===== src/rtl/readout_pkg.sv =====
// Shared types and constants for the multi-channel serial readout.
// State encoding, counter widths and a constant clog2 helper.
package readout_pkg;

  typedef enum logic [1:0] {
    IDLE = 2'd0,
    XMIT = 2'd1,
    PUSH = 2'd2
  } state_e;

  localparam int SEQ_W = 8;
  localparam int OVF_W = 16;

  function automatic int clog2(input int v);
    int r;
    r = 0;
    while ((32'sd1 << r) < v) r = r + 1;
    return r;
  endfunction

endpackage


===== src/rtl/readout_multi_if.sv =====
// Host-side pipe bundle: FIFO read strobe, head word, flags, status.
// The readout drives the slave side; the host drives fiforead.
interface readout_multi_if
  import readout_pkg::*;
#(
  parameter int WORD_W = 64,
  parameter int LVL_W  = 7
);

  logic              fiforead;
  logic [WORD_W-1:0] data2pipe;
  logic              fifo_empty;
  logic              fifo_full;
  logic              fifo_flag;
  logic [LVL_W-1:0]  fifo_level;
  logic [OVF_W-1:0]  overflow_cnt;
  logic [1:0]        state;
  logic              done;

  modport slave (
    input  fiforead,
    output data2pipe,
    output fifo_empty,
    output fifo_full,
    output fifo_flag,
    output fifo_level,
    output overflow_cnt,
    output state,
    output done
  );

  modport master (
    output fiforead,
    input  data2pipe,
    input  fifo_empty,
    input  fifo_full,
    input  fifo_flag,
    input  fifo_level,
    input  overflow_cnt,
    input  state,
    input  done
  );

endinterface


===== src/rtl/readout_fifo.sv =====
// Synchronous first-word-fall-through FIFO with registered head and flags.
// A push while full is accepted only when a pop frees the slot that cycle.
module readout_fifo
  import readout_pkg::*;
#(
  parameter int WIDTH = 64,
  parameter int DEPTH = 64,
  parameter int WMARK = 32,
  localparam int AW = clog2(DEPTH),
  localparam int LW = AW + 1
) (
  input  logic             clk,
  input  logic             rst,
  input  logic             wr_en,
  input  logic [WIDTH-1:0] din,
  input  logic             rd_en,
  output logic [WIDTH-1:0] dout,
  output logic             empty,
  output logic             full,
  output logic             wmark,
  output logic [LW-1:0]    level
);

  logic [WIDTH-1:0] mem [DEPTH];
  logic [AW-1:0]    wr_ptr_q, rd_ptr_q, rd_nxt;
  logic [LW-1:0]    level_q, level_d;
  logic [WIDTH-1:0] dout_q, dout_d;
  logic             empty_q, full_q, wmark_q;
  logic             do_wr, do_rd;

  assign do_rd  = rd_en & ~empty_q;
  assign do_wr  = wr_en & (~full_q | rd_en);
  assign rd_nxt = rd_ptr_q + 1'b1;

  always_comb begin
    level_d = level_q;
    dout_d  = dout_q;
    case ({do_wr, do_rd})
      2'b10:   level_d = level_q + 1'b1;
      2'b01:   level_d = level_q - 1'b1;
      default: level_d = level_q;
    endcase
    // Head register refills from the next slot, or from din when that is the only word.
    if (do_rd) begin
      if (level_q > LW'(1)) dout_d = mem[rd_nxt];
      else if (do_wr)       dout_d = din;
    end else if (do_wr && empty_q) begin
      dout_d = din;
    end
  end

  always_ff @(posedge clk) begin
    if (do_wr) mem[wr_ptr_q] <= din;
  end

  always_ff @(posedge clk or posedge rst) begin
    if (rst) begin
      wr_ptr_q <= '0;
      rd_ptr_q <= '0;
      level_q  <= '0;
      dout_q   <= '0;
      empty_q  <= 1'b1;
      full_q   <= 1'b0;
      wmark_q  <= 1'b0;
    end else begin
      if (do_wr) wr_ptr_q <= wr_ptr_q + 1'b1;
      if (do_rd) rd_ptr_q <= rd_nxt;
      level_q <= level_d;
      dout_q  <= dout_d;
      empty_q <= (level_d == '0);
      full_q  <= (level_d == LW'(DEPTH));
      wmark_q <= (level_d >= LW'(WMARK));
    end
  end

  assign dout  = dout_q;
  assign empty = empty_q;
  assign full  = full_q;
  assign wmark = wmark_q;
  assign level = level_q;

endmodule


===== src/rtl/readout_multi.sv =====
// Multi-channel serial readout: frames DOUT bits into tagged words
// and buffers them for the host in a FWFT FIFO.
module readout_multi
  import readout_pkg::*;
#(
  parameter int CH_NUM      = 2,
  parameter int BITS_PER_CH = 20,
  parameter int MSB_FIRST   = 0,
  parameter int WORD_W      = 64,
  parameter int FIFO_DEPTH  = 64,
  parameter int WATERMARK   = 32
) (
  input  logic           SYS_CLK,
  input  logic           RST,
  input  logic           DVALID_BAR,
  input  logic           DOUT,
  output logic           DXMIT_BAR,
  readout_multi_if.slave host
);

  localparam int FB = CH_NUM * BITS_PER_CH;
  localparam int CW = clog2(FB + 1);
  localparam int LW = clog2(FIFO_DEPTH) + 1;

  logic             dv_s1_q, dv_s2_q, dv_prev_q, fall;
  state_e           state_q, state_d;
  logic             dxmit_q, dxmit_d;
  logic [CW-1:0]    cnt_q, cnt_d;
  logic [FB-1:0]    sr_q, sr_d;
  logic [SEQ_W-1:0] seq_q, seq_d;
  logic [OVF_W-1:0] ovf_q, ovf_d;
  logic             push, done;
  logic [FB-1:0]    frame;
  logic [WORD_W-1:0] word;
  logic             f_full, f_empty, f_flag;
  logic [LW-1:0]    f_level;

  always_ff @(posedge SYS_CLK or posedge RST) begin
    if (RST) begin
      dv_s1_q   <= 1'b1;
      dv_s2_q   <= 1'b1;
      dv_prev_q <= 1'b1;
    end else begin
      dv_s1_q   <= DVALID_BAR;
      dv_s2_q   <= dv_s1_q;
      dv_prev_q <= dv_s2_q;
    end
  end

  assign fall = ~dv_s2_q & dv_prev_q;

  // Bits shift in at the top, so frame bit k sits at sr[k] after FB shifts.
  always_comb begin
    frame = '0;
    for (int c = 0; c < CH_NUM; c++) begin
      for (int j = 0; j < BITS_PER_CH; j++) begin
        if (MSB_FIRST != 0)
          frame[c*BITS_PER_CH+j] = sr_q[c*BITS_PER_CH+BITS_PER_CH-1-j];
        else
          frame[c*BITS_PER_CH+j] = sr_q[c*BITS_PER_CH+j];
      end
    end
    word = '0;
    word[FB-1:0] = frame;
    word[WORD_W-1 -: SEQ_W] = seq_q;
  end

  always_comb begin
    state_d = state_q;
    dxmit_d = dxmit_q;
    cnt_d   = cnt_q;
    sr_d    = sr_q;
    seq_d   = seq_q;
    ovf_d   = ovf_q;
    push    = 1'b0;
    done    = 1'b0;
    case (state_q)
      IDLE: begin
        cnt_d = '0;
        if (fall) begin
          state_d = XMIT;
          dxmit_d = 1'b0;
        end
      end
      XMIT: begin
        sr_d  = {DOUT, sr_q[FB-1:1]};
        cnt_d = cnt_q + 1'b1;
        if (cnt_q == CW'(FB - 1)) begin
          state_d = PUSH;
          dxmit_d = 1'b1;
        end
      end
      PUSH: begin
        done    = 1'b1;
        push    = 1'b1;
        seq_d   = seq_q + 1'b1;
        state_d = IDLE;
        if (f_full && !host.fiforead && ovf_q != '1)
          ovf_d = ovf_q + 1'b1;
      end
      default: begin
        state_d = IDLE;
        dxmit_d = 1'b1;
      end
    endcase
  end

  always_ff @(posedge SYS_CLK or posedge RST) begin
    if (RST) begin
      state_q <= IDLE;
      dxmit_q <= 1'b1;
      cnt_q   <= '0;
      sr_q    <= '0;
      seq_q   <= '0;
      ovf_q   <= '0;
    end else begin
      state_q <= state_d;
      dxmit_q <= dxmit_d;
      cnt_q   <= cnt_d;
      sr_q    <= sr_d;
      seq_q   <= seq_d;
      ovf_q   <= ovf_d;
    end
  end

  readout_fifo #(
    .WIDTH (WORD_W),
    .DEPTH (FIFO_DEPTH),
    .WMARK (WATERMARK)
  ) u_fifo (
    .clk   (SYS_CLK),
    .rst   (RST),
    .wr_en (push),
    .din   (word),
    .rd_en (host.fiforead),
    .dout  (host.data2pipe),
    .empty (f_empty),
    .full  (f_full),
    .wmark (f_flag),
    .level (f_level)
  );

  assign DXMIT_BAR         = dxmit_q;
  assign host.fifo_empty   = f_empty;
  assign host.fifo_full    = f_full;
  assign host.fifo_flag    = f_flag;
  assign host.fifo_level   = f_level;
  assign host.overflow_cnt = ovf_q;
  assign host.state        = state_q;
  assign host.done         = done;

endmodule


===== src/flat_wrapper.sv =====
// flat-port wrapper written by rule: the top's interface ports become plain ports
module readout_multi_flat import readout_pkg::*;
#(
  parameter int CH_NUM      = 2,
  parameter int BITS_PER_CH = 20,
  parameter int MSB_FIRST   = 0,
  parameter int WORD_W      = 64,
  parameter int FIFO_DEPTH  = 64,
  parameter int WATERMARK   = 32
)
  (SYS_CLK, RST, DVALID_BAR, DOUT, DXMIT_BAR, host_fiforead, host_data2pipe, host_fifo_empty, host_fifo_full, host_fifo_flag, host_fifo_level, host_overflow_cnt, host_state, host_done);
  readout_multi_if #(.WORD_W(WORD_W), .LVL_W(7)) host_i ();
  input  logic SYS_CLK;
  input  logic RST;
  input  logic DVALID_BAR;
  input  logic DOUT;
  output logic DXMIT_BAR;
  input wire logic [$bits(host_i.fiforead)-1:0] host_fiforead;
  output wire logic [$bits(host_i.data2pipe)-1:0] host_data2pipe;
  output wire logic [$bits(host_i.fifo_empty)-1:0] host_fifo_empty;
  output wire logic [$bits(host_i.fifo_full)-1:0] host_fifo_full;
  output wire logic [$bits(host_i.fifo_flag)-1:0] host_fifo_flag;
  output wire logic [$bits(host_i.fifo_level)-1:0] host_fifo_level;
  output wire logic [$bits(host_i.overflow_cnt)-1:0] host_overflow_cnt;
  output wire logic [$bits(host_i.state)-1:0] host_state;
  output wire logic [$bits(host_i.done)-1:0] host_done;
  assign host_i.fiforead = host_fiforead;
  assign host_data2pipe = host_i.data2pipe;
  assign host_fifo_empty = host_i.fifo_empty;
  assign host_fifo_full = host_i.fifo_full;
  assign host_fifo_flag = host_i.fifo_flag;
  assign host_fifo_level = host_i.fifo_level;
  assign host_overflow_cnt = host_i.overflow_cnt;
  assign host_state = host_i.state;
  assign host_done = host_i.done;
  readout_multi #(.CH_NUM(CH_NUM), .BITS_PER_CH(BITS_PER_CH), .MSB_FIRST(MSB_FIRST), .WORD_W(WORD_W), .FIFO_DEPTH(FIFO_DEPTH), .WATERMARK(WATERMARK)) u_core (.SYS_CLK(SYS_CLK), .RST(RST), .DVALID_BAR(DVALID_BAR), .DOUT(DOUT), .DXMIT_BAR(DXMIT_BAR), .host(host_i));
endmodule

===== config.mk =====
export PLATFORM = sky130hd
export DESIGN_NAME = readout_multi_flat
export DESIGN_NICKNAME = d
export VERILOG_FILES = /design/src/rtl/readout_pkg.sv /design/src/rtl/readout_multi_if.sv /design/src/rtl/readout_fifo.sv /design/src/rtl/readout_multi.sv /design/src/flat_wrapper.sv
export SDC_FILE = /design/constraint.sdc
export NUM_CORES = 2
export LEC_CHECK = 0
export BUFFER_PORTS_ARGS = -buffer_cell sky130_fd_sc_hd__clkbuf_2
export CAP_MARGIN = 25
export CORE_MARGIN = 5
export CORE_UTILIZATION = 60
export CTS_CLUSTER_DIAMETER = 80
export DETAILED_ROUTE_END_ITERATION = 10
export GPL_TIMING_DRIVEN = 0
export PLACE_DENSITY = 0.78
export SYNTH_ARGS = -nofsm -noshare
export SYNTH_HDL_FRONTEND = slang
export SYNTH_SLANG_ARGS = --single-unit

===== constraint.sdc =====
create_clock -name SYS_CLK -period 10.9 [get_ports SYS_CLK]
set_input_delay 0.545 -clock SYS_CLK [delete_from_list [all_inputs] [get_ports SYS_CLK]]
set_output_delay 0.545 -clock SYS_CLK [all_outputs]
set_load 0.05 [all_outputs]

==> out/metrics.cfg <==
[outcome]
status = completed

[routing]
wl_per_cell_microns = 40.08
wl_microns = 373600
via_per_inst = 7.388
drt_pass1_iterations = 8
drt_iter0_drc = 12312
wl_met1_microns = 116200
ant_nets = 0
top_layer_used = met5
post-route-drc-count = 0
vias = 68862
wl_met2_microns = 168900
wl_met3_microns = 58010

[global_routing]
grt_pass1_wl_microns = 516700
grt_pass1_vias = 67855
antenna_found_initial = 32
grt_max_degree = 98
grtUsageTotal_pct = 34.34
grt_overflow = 0

[clock_tree]
cts_buffer_depth = 4
tritoncts = built
clock-sinks = 3218
clkSlewWorstSetupHoldPaths_ns = 0.06
numCtsBuffers = 326
clk_latency_ns = 0.98
cts_setup_buffers = 0
cts-root-buf = clkbuf_16
cts_max_level = 5

[synthesis]
yosysSeqAreaShare_pct = 77.22
yosys_warnings = 0
synth_edf_count = 3072
synth_cell_type_count = 56
synth-async-reset-ratio_pct = 4.537
synth-main-ff-cell = edfxtp_1
synth_seq_cells = 3218
syn_avg_cell_area_sq_um = 21.74
syn_area_sq_um = 124200
synthCells = 5713

[sta]
worstMarginPinSlew_ns = 1.258
setup-tns-final_ns = 0
min_period_over_period_pct = 54.15
finalSetupViolCount = 0
slew_violations = 0
fmax_mhz = 169.4
rsz0062_at_grt = false
relSlewSlack_pct = 15.39
timing.final.crit_period_ns = 5.902
finalClockSkew_ns = 0.08279
finalHoldViolations = 0

[place]
port_buffers = 82
place.gp.congestion = 0.9472
hpwl_microns = 231800

[critical_path]
path_cells = ha_1 -> buf_2 -> buf_2 -> buf_2 -> buf_1 -> mux4_2 -> a21boi_0 -> o31ai_1 -> nand3_1 -> o31a_1
cp_slowest_cell = o31ai_1
path_max_fanout = 12
r2r_slack_ns = 5.00
cp-end-kind = flop
crit_type = reg -> reg
path_common_cell = buf_2
path_buf_inv = 4
worstPathRequired_ns = 11.74
cp.arrival_ns = 6.74
cp_top_family = buffers and inverters
rr_worst_depth = 10
start_kind = flop
slowest_delay_ns = 0.91
path_depth = 10

[power_and_ir_drop]
peakVddDrop_mv = 0.2532
p_total_mw = 41.87
p_per_area_nw_per_um2 = 293.0
leakagePower_nw = 46.39

[floorplanning]
die_h_microns = 465.0
pin_count = 99
num_rows = 167
core_area_sq_um = 206400
dieWidth_microns = 465.0
die-area_sq_um = 216200
initial_core_util_pct = 60.16

[run]
cap_violations = 0

[cells_and_area]
drive_above_1_share_pct = 27.86
area_growth_pct = 15.05
nets = 6377

[worst_hold_path]
hp-class = in -> async

==> flip-flops by register name, summed over array words and instances, names as in the netlist <==
register / flops
u_core.u_fifo.full: 1
u_core.dv_s1_q: 1
u_core.frame: 40
u_core.seq_q: 8
u_core.DXMIT_BAR: 1
u_core.u_fifo.level: 7
u_core.host.state: 2
u_core.u_fifo.wr_ptr_q: 6
u_core.u_fifo.mem: 3072
u_core.u_fifo.wmark: 1
u_core.u_fifo.dout: 48
u_core.u_fifo.rd_ptr_q: 6
u_core.dv_s2_q: 1
u_core.host.overflow_cnt: 16
u_core.u_fifo.empty: 1
u_core.cnt_q: 6
u_core.dv_prev_q: 1
==> cells in the final DEF (no fill, tap or decap), types with 23 or more instances in the layout <==
cell type / Yosys / routed
o31ai_1: 99 / 99
clkbuf_1: 199 / 266
nor2_4: 0 / 64
o41ai_2: 0 / 24
buf_6: 18 / 24
buf_12: 0 / 145
clkinv_1: 1 / 63
mux2_2: 49 / 49
diode_2: 0 / 23
clkbuf_2: 0 / 84
nand2_1: 42 / 42
buf_4: 37 / 58
nor2_1: 187 / 123
dfrtp_1: 141 / 93
nand3_1: 59 / 59
dfrtp_2: 0 / 38
a22oi_1: 88 / 88
a21boi_0: 286 / 286
mux4_2: 768 / 768
a21oi_1: 92 / 92
a22o_1: 109 / 109
o31a_1: 44 / 44
o41ai_1: 47 / 23
and2_1: 96 / 96
edfxtp_1: 3072 / 3072
clkbuf_16: 0 / 333
clkinv_2: 0 / 49
buf_1: 32 / 32
buf_2: 79 / 84
==> cells by family (layout without fill, tap and decap cells) <==
group	after synthesis	count (layout)	synth area share, %
other	1	39	0.003019
buffers and inverters	379	1245	1.446
adder cells (fa/ha/maj)	10	10	0.1007
XOR/XNOR	36	36	0.2539
AO/OA/AOI/OAI	804	804	4.851
flip-flops	3218	3218	77.22
AND/OR/NAND/NOR	447	447	1.749
multiplexers	818	818	14.38
==> metrics by stage <==
stage	hold WS, ns	setup WS, ns	instance area (sq um)	std cells	utilization [%]
after CTS	0.1746	5.260	142600	9280	69.08
after global routing	0.2119	5.215	142800	9302	69.19
after detailed placement	0.3491	5.439	132600	8717	64.24
final	0.2132	4.998	142900	9321	69.22
after global placement	0.3493	3.313	128100	8514	62.03
after floorplan	0.3452	6.272	124300	5728	-
==> path summary, 6_finish.rpt <==
kind / startpoint / end
worst min-delay path: RST / u_core.u_fifo.dout[1]
worst min register to register: u_core.dv_s1_q / u_core.dv_s2_q
worst max-delay path: u_core.u_fifo.rd_ptr_q[1] / u_core.u_fifo.dout[15]
max in group asynchronous: RST / u_core.frame[12]
worst max register to register: u_core.u_fifo.rd_ptr_q[1] / u_core.u_fifo.dout[15]
min in group SYS_CLK: host_fiforead / u_core.host.overflow_cnt[6]
==> timing repair <==
action | 4_1_cts | 5_1_grt
hold buffers | 3 | 0
endpoints found under the setup margin | 0 | 0
resized for setup | 0 | 0
endpoints found under the hold margin | 51 | 0
==> worst reg2reg max path: cells and delay by family (launching register included) <==
| kind | cells | cell delay (ns) |
|---|---|---|
| flops | 1 | 0.53 |
| buf+inv | 4 | 2.09 |
| compound gates | 3 | 1.54 |
| mux | 1 | 0.44 |
| fa+ha+maj | 1 | 0.37 |
| simple gates | 1 | 0.80 |
==> layer usage <==
layer / GRT usage, % / vias up
met4: 21.28 / 20
met1: 42.83 / 35016
met3: 13.37 / 1592
met5: 0 / -
met2: 51.30 / 6921
li1: - / 25313
==> cell usage after synthesis (42+ instances only) <==
| cell type | n | area, sq um |
|---|---|---|
| o31ai_1 | 99 | 743.2 |
| mux4_2 | 768 | 17300 |
| a21oi_1 | 92 | 460.4 |
| nand2_1 | 42 | 157.7 |
| dfrtp_1 | 141 | 3528 |
| edfxtp_1 | 3072 | 92250 |
| nor2_1 | 187 | 701.9 |
| nand3_1 | 59 | 295.3 |
| o41ai_1 | 47 | 411.6 |
| o31a_1 | 44 | 385.4 |
| a22o_1 | 109 | 954.7 |
| a22oi_1 | 88 | 660.6 |
| clkbuf_1 | 199 | 747.0 |
| a21boi_0 | 286 | 2147 |
| and2_1 | 96 | 600.6 |
| buf_2 | 79 | 395.4 |
| mux2_2 | 49 | 551.8 |
==> where the power goes <==
part           internal [mW]  total (mW)  switching (mW)  leakage (nW)
logic                   5.09        14.7            9.63          11.4
registers               15.1        16.4            1.33          30.1
clock network           6.13        10.8            4.63          4.89
total                   26.3        41.9            15.6          46.4
==> cell type report <==
class                      count  area [sq um]
sequential                  3218         95990
fill                       11573         63550
multi-input combinational   2131         27220
clock buffer                 412          8750
timing repair buffer         306          4467
tap                         2704          3383
buffer                       365          1743
clock inverter               148          1224
inverter                      14         57.56
antenna                       23         57.56
No activity file was read; power rests on OpenSTA's default activity.
